--- config.mk ---
export PLATFORM = sky130hd
export DESIGN_NAME = brq_ifu_id_skid
export DESIGN_NICKNAME = d
export VERILOG_FILES = /design/src/rtl/brq_ifu_id_skid.sv
export SDC_FILE = /design/constraint.sdc
export NUM_CORES = 1
export LEC_CHECK = 0
export CAP_MARGIN = 20
export CELL_PAD_IN_SITES_DETAIL_PLACEMENT = 0
export CELL_PAD_IN_SITES_GLOBAL_PLACEMENT = 2
export CORE_MARGIN = 5
export CORE_UTILIZATION = 34
export DETAILED_ROUTE_END_ITERATION = 8
export PLACE_DENSITY = 0.88
export SYNTH_ARGS = -nofsm -noshare
export SYNTH_HDL_FRONTEND = slang
export SYNTH_SLANG_ARGS = --single-unit
--- constraint.sdc ---
create_clock -name clk_i -period 9.6 [get_ports clk_i]
set_clock_uncertainty 0.1 [all_clocks]
set_input_delay 1.92 -clock clk_i [delete_from_list [all_inputs] [get_ports clk_i]]
set_output_delay 1.92 -clock clk_i [all_outputs]
set_load 0.1 [all_outputs]
--- src/rtl/brq_ifu_id_skid.sv ---
// IF->ID stage: 2-entry skid buffer between the prefetch buffer and the decoder.
// fetch_ready_o comes straight from the state register, so id_ready_i never reaches it combinationally.
module brq_ifu_id_skid #(
  parameter int StallCntW = 16
) (
  input  logic                 clk_i,
  input  logic                 rst_i,
  input  logic                 flush_i,
  input  logic                 fetch_valid_i,
  output logic                 fetch_ready_o,
  input  logic [31:0]          fetch_rdata_i,
  input  logic [31:0]          fetch_addr_i,
  input  logic                 fetch_err_i,
  input  logic                 fetch_err_plus2_i,
  output logic                 id_valid_o,
  input  logic                 id_ready_i,
  output logic [31:0]          id_instr_o,
  output logic [31:0]          id_pc_o,
  output logic                 id_is_compressed_o,
  output logic                 id_fetch_err_o,
  output logic                 id_fetch_err_plus2_o,
  output logic [StallCntW-1:0] stall_cnt_o,
  output logic                 busy_o
);

  typedef enum logic [1:0] {EMPTY, ONE, FULL} state_e;

  state_e state_reg, state_next;

  logic        main_valid, skid_valid;
  logic        accept, pop;
  logic        load_main, load_skid, move_skid;

  logic [31:0] main_instr_reg, main_pc_reg;
  logic        main_comp_reg, main_err_reg, main_err_plus2_reg;
  logic [31:0] skid_instr_reg, skid_pc_reg;
  logic        skid_comp_reg, skid_err_reg, skid_err_plus2_reg;

  logic        in_comp, in_err_plus2;
  logic [31:0] in_instr;

  logic [StallCntW-1:0] stall_cnt_reg;

  assign main_valid = (state_reg != EMPTY);
  assign skid_valid = (state_reg == FULL);

  assign fetch_ready_o = ~skid_valid;
  assign accept        = fetch_valid_i & fetch_ready_o & ~flush_i;
  assign pop           = main_valid & id_ready_i;

  assign in_comp      = (fetch_rdata_i[1:0] != 2'b11);
  assign in_instr     = in_comp ? {16'h0000, fetch_rdata_i[15:0]} : fetch_rdata_i;
  assign in_err_plus2 = fetch_err_i & fetch_err_plus2_i & ~in_comp;

  always_comb begin
    state_next = state_reg;
    load_main  = 1'b0;
    load_skid  = 1'b0;
    move_skid  = 1'b0;
    if (flush_i) begin
      state_next = EMPTY;
    end else begin
      case (state_reg)
        EMPTY: begin
          if (accept) begin
            state_next = ONE;
            load_main  = 1'b1;
          end
        end
        ONE: begin
          if (accept && pop) begin
            load_main = 1'b1;
          end else if (accept) begin
            state_next = FULL;
            load_skid  = 1'b1;
          end else if (pop) begin
            state_next = EMPTY;
          end
        end
        FULL: begin
          if (pop) begin
            state_next = ONE;
            move_skid  = 1'b1;
          end
        end
        default: state_next = EMPTY;
      endcase
    end
  end

  always_ff @(posedge clk_i) begin
    if (rst_i) begin
      state_reg <= EMPTY;
    end else begin
      state_reg <= state_next;
    end
  end

  // Payload registers carry no reset; validity lives entirely in state_reg.
  always_ff @(posedge clk_i) begin
    if (load_main) begin
      main_instr_reg     <= in_instr;
      main_pc_reg        <= fetch_addr_i;
      main_comp_reg      <= in_comp;
      main_err_reg       <= fetch_err_i;
      main_err_plus2_reg <= in_err_plus2;
    end else if (move_skid) begin
      main_instr_reg     <= skid_instr_reg;
      main_pc_reg        <= skid_pc_reg;
      main_comp_reg      <= skid_comp_reg;
      main_err_reg       <= skid_err_reg;
      main_err_plus2_reg <= skid_err_plus2_reg;
    end
    if (load_skid) begin
      skid_instr_reg     <= in_instr;
      skid_pc_reg        <= fetch_addr_i;
      skid_comp_reg      <= in_comp;
      skid_err_reg       <= fetch_err_i;
      skid_err_plus2_reg <= in_err_plus2;
    end
  end

  always_ff @(posedge clk_i) begin
    if (rst_i) begin
      stall_cnt_reg <= '0;
    end else if (main_valid && !id_ready_i && !flush_i && (stall_cnt_reg != '1)) begin
      stall_cnt_reg <= stall_cnt_reg + StallCntW'(1);
    end
  end

  assign id_valid_o           = main_valid;
  assign busy_o               = main_valid;
  assign id_instr_o           = main_instr_reg;
  assign id_pc_o              = main_pc_reg;
  // Flags are qualified so they read 0 out of reset despite unreset payload.
  assign id_is_compressed_o   = main_valid & main_comp_reg;
  assign id_fetch_err_o       = main_valid & main_err_reg;
  assign id_fetch_err_plus2_o = main_valid & main_err_plus2_reg;
  assign stall_cnt_o          = stall_cnt_reg;

endmodule
==> results summary <==
The row count came out at 48. The placed instances occupy a cell area of 7730 sq um. The maximum vdd drop is 0.118 mV. The total inserted antenna cells came out at 0. The maximum clock path buffer count is 2. The number of enable flip-flop cells after synthesis came out at around 130. The number of max-cap violations is 0. The combined area of all synthesized cells is between 5000 and 6000 sq um.

The min-delay analysis places its worst path in the category reg2reg. The total wirelength of the detailed-routed design came out at between 10,000 and 15,000 um. In this run the number of cells on the critical path is 3. The worst setup path is launched from a flip-flop.

The achievable frequency is about 0.22 GHz. After the first detailed-routing iteration, the DRC count stood at ~180. Measured in cells, the most critical reg-to-reg path has a length of 5.

On the critical path, the stage with the largest delay is an instance of sky130_fd_sc_hd__clkdlybuf4s50_1. The net count after synthesis is 420. Synthesis handed over a netlist of between 300 and 400 instances. The footprint of the flip-flops and latches is approximately 4400 sq um. Timing analysis after detailed placement gives a worst setup slack of roughly 4.7 ns. The setup slack after layout is about 5.1 ns. TritonCTS built the clock tree. The signal on the critical path passes through or2_2 > and2_1 > clkdlybuf4s50_1. Together, buffers and inverters on the worst path number 1. At the end of routability-driven placement, the weighted congestion stood at ~0.84. The tree built by TritonCTS fans out to ~150 sinks. The cell class contributing the biggest share of worst-path delay is buffers and inverters. Of the cells placed in the final design, the portion with a size suffix greater than 1 is 0.206. The core box area came out at ~17,000 sq um. The worst setup path is captured at an output port. The initial antenna violation count came out at 0.

The first global-routing pass estimated just over 20,000 um of wire. Summing over every cut layer, the via total after detailed routing is between 3,000 and 4,000. The number of gates resized after cts came out at 0. Counting the buffers created by CTS gives 17. The mean cell area of the mapped netlist came out at 17.0 sq um.

In this run the worst setup path begins at state_reg[1]$_SDFFE_PP0P_. Dividing total power by cell area gives a power density of between 150 and 200 nW/um^2. On the worst path, the slowest cell contributes a delay of roughly 1.2 ns.

The number of optimization iterations in the first detailed-route pass is 4. By startpoint and endpoint, the worst setup path is classified as reg2out. The total track usage came out at 0.133. After legalization and detailed placement, the total HPWL measured ~8700 um.

The total die area is roughly 20,000 sq um. The minimum setup slack among reg-to-reg paths came out at ~6.9 ns. The final count of pins violating max slew came out at 0. The number of distinct standard cells referenced by the synthesized netlist is 35. about 160 I/O pins were placed. The most critical setup path has its endpoint at id_fetch_err_plus2_o.

The slew at the pin closest to its max-slew limit came out at between 1 and 1.5 ns. The sequential fraction of the synthesis area is 0.741. The number of setup buffers added after CTS came out at 0. Across all hold checks on the routed design, the worst slack comes to between 0.4 and 0.5 ns. The sum of overflow across all layers after global routing is 0. In this run the critical register-to-register path is captured at id_instr_o[29]$_DFFE_PP_.

Setup repair after global routing left no endpoint under its margin. The synthesized design contains about 150 register bits. The run finished with clean final reports. The static power due to leakage came out at ~0.0029 uW. The final count of hold timing violations was 0. The minimum clock period came out at 4.47 ns.

The via count of the first global-routing pass is roughly 3,800. The synthesis-to-finish area growth came out at 41.2%. During synthesis, Yosys emitted a total of 0 warnings. The number of design rule violations left after detail routing is 0. After clock tree synthesis, the clock-pin slew on the worst setup and hold paths is about 0.060 ns. With fillers left out, the area of the finished cells amounts to between 8000 and 9000 sq um. The initial core utilization came out at 0.345. Hold repair after CTS inserted 0 buffers.

The final-layout setup total negative slack is 0 ns. Dividing the detail-routed via count by the number of cells gives 4.77. The later-pin clock latency in the skew report is slightly above 0.4 ns.

The final period utilization came out at 0.466. The die is approximately 140 um wide. The CTS root buffer is sky130_fd_sc_hd__clkbuf_16. The total number of H-tree levels came out at 4. After synthesis, the share of flip-flops with an asynchronous set or reset is 0. The area of combinational cells with multiple inputs is approximately 1500 sq um. The maximum number of pins on one net before global-route repair came out at 70. In this run the critical register-to-register path is launched from state_reg[1]$_SDFFE_PP0P_. The data required time at the worst endpoint is ~7.6 ns. Setup violations remaining at the end of the flow were counted as 0. The filler cells instantiated in the layout total roughly 1,500. The post-route antenna net violation count came out at 0.

The worst relative slew slack is 0.290. The net count of the finished layout is 583. The vertical die dimension came out at between 100 and 150 um. Port buffering added around 160 buffers.

The arrival time of the worst setup path is ~2.5 ns. The post-detailed-route wirelength per cell came out at approximately 18 um. Among all flip-flop cells after synthesis, the most frequent one is sky130_fd_sc_hd__edfxtp_1. Along the worst path, the maximum fanout reaches 11.
## power breakdown
group / internal, uW / leakage (uW) / switching [uW]
Sequential: 736 / 0.00140 / 5.05
Combinational: 62.0 / 0.00118 / 127
Clock: 440 / 0.000300 / 269
Total: 1240 / 0.00287 / 401
## worst reg2reg max path, cell delays in order (launching register included)
cell and delay [ns]:
sky130_fd_sc_hd__dfxtp_1 0.35, sky130_fd_sc_hd__nand2b_1 0.19, sky130_fd_sc_hd__nor2_1 0.20, sky130_fd_sc_hd__nand2_4 0.49
sky130_fd_sc_hd__o21ai_4 0.20, sky130_fd_sc_hd__buf_4 0.71
## final cells by class
| class | instances | area share |
|---|---|---|
| repair buffers | 158 | 0.189 |
| well taps | 225 | 0.0337 |
| inverters | 1 | 0.000449 |
| flip-flops and latches | 152 | 0.525 |
| clock buffers | 19 | 0.0518 |
| multi-input cells | 181 | 0.177 |
| clock inverters | 13 | 0.0234 |
## worst min path at each step
stage | start | end | slack, ns | cells past startpoint
2_1_floorplan | state_reg[0]$_SDFFE_PP0P_ | state_reg[1]$_SDFFE_PP0P_ | 0.38 | 2
3_3_place_gp | state_reg[0]$_SDFFE_PP0P_ | state_reg[1]$_SDFFE_PP0P_ | 0.41 | 2
3_5_place_dp | skid_instr_reg[5]$_DFFE_PP_ | id_instr_o[5]$_DFFE_PP_ | 0.43 | 1
4_1_cts | skid_comp_reg$_DFFE_PP_ | main_comp_reg$_DFFE_PP_ | 0.45 | 2
5_1_grt | skid_instr_reg[16]$_DFFE_PP_ | id_instr_o[16]$_DFFE_PP_ | 0.46 | 1
6_report | skid_comp_reg$_DFFE_PP_ | main_comp_reg$_DFFE_PP_ | 0.44 | 2
## metrics by stage
stage,utilization,power (uW),std cells
final,0.487,1640,749
after global routing,0.487,1700,749
after CTS,0.487,1660,749
after detailed placement,0.450,947,717
after global placement,0.450,944,717
after floorplan,-,882,348
## cells in the mapped netlist (6+ instances only)
cell type / n / share of area
sky130_fd_sc_hd__edfxtp_1: 134 / 0.68
sky130_fd_sc_hd__mux2_2: 67 / 0.13
sky130_fd_sc_hd__and3_1: 19 / 0.020
sky130_fd_sc_hd__nor2_1: 19 / 0.012
sky130_fd_sc_hd__dfxtp_1: 18 / 0.061
sky130_fd_sc_hd__xnor2_1: 12 / 0.018
sky130_fd_sc_hd__nand2_1: 8 / 0.0051
sky130_fd_sc_hd__nor3_1: 8 / 0.0068
sky130_fd_sc_hd__buf_2: 7 / 0.0059
sky130_fd_sc_hd__a21oi_1: 6 / 0.0051
sky130_fd_sc_hd__nand3_1: 6 / 0.0051
sky130_fd_sc_hd__nand4_1: 6 / 0.0063
## routing by layer
metal  track usage  wire length, um
met2         0.215             6490
met4        0.0444              134
met3        0.0551              977
met5             0                0
met1         0.162             5600
## logic make-up (layout without fill, tap and decap cells)
kind of cell / after synthesis / in the layout / synth area share
compound gates: 14 / 14 / 0.0148
xor+xnor: 12 / 12 / 0.0178
fa+ha+maj: 1 / 1 / 0.00211
buf+inv: 15 / 191 / 0.0129
flops: 152 / 152 / 0.741
mux: 68 / 68 / 0.129
simple gates: 86 / 86 / 0.0826
## layout by cell type, fill, tap and decap left out, drive strengths merged
| master | instances |
|---|---|
| a2111oi | 1 |
| and4 | 2 |
| ha | 1 |
| bufinv | 4 |
| or3 | 1 |
| nor2b | 2 |
| nand2b | 4 |
| nand2 | 8 |
| buf | 2 |
| nor4b | 1 |
| clkbuf | 19 |
| xnor2 | 12 |
| and2 | 5 |
| and2b | 1 |
| a21oi | 7 |
| a211oi | 2 |
| dfxtp | 18 |
| mux2 | 67 |
| o22a | 1 |
| clkinv | 4 |
| inv | 4 |
| o21ai | 2 |
| mux2i | 1 |
| nand3 | 6 |
| a31oi | 1 |
| and3 | 19 |
| clkinvlp | 2 |
| nor3b | 1 |
| nor2 | 19 |
| edfxtp | 134 |
| nand4b | 1 |
| nand4 | 6 |
| or2 | 1 |
| clkdlybuf4s50 | 156 |
| nor3 | 9 |
Note: power is estimated with default switching activity, not from simulation.
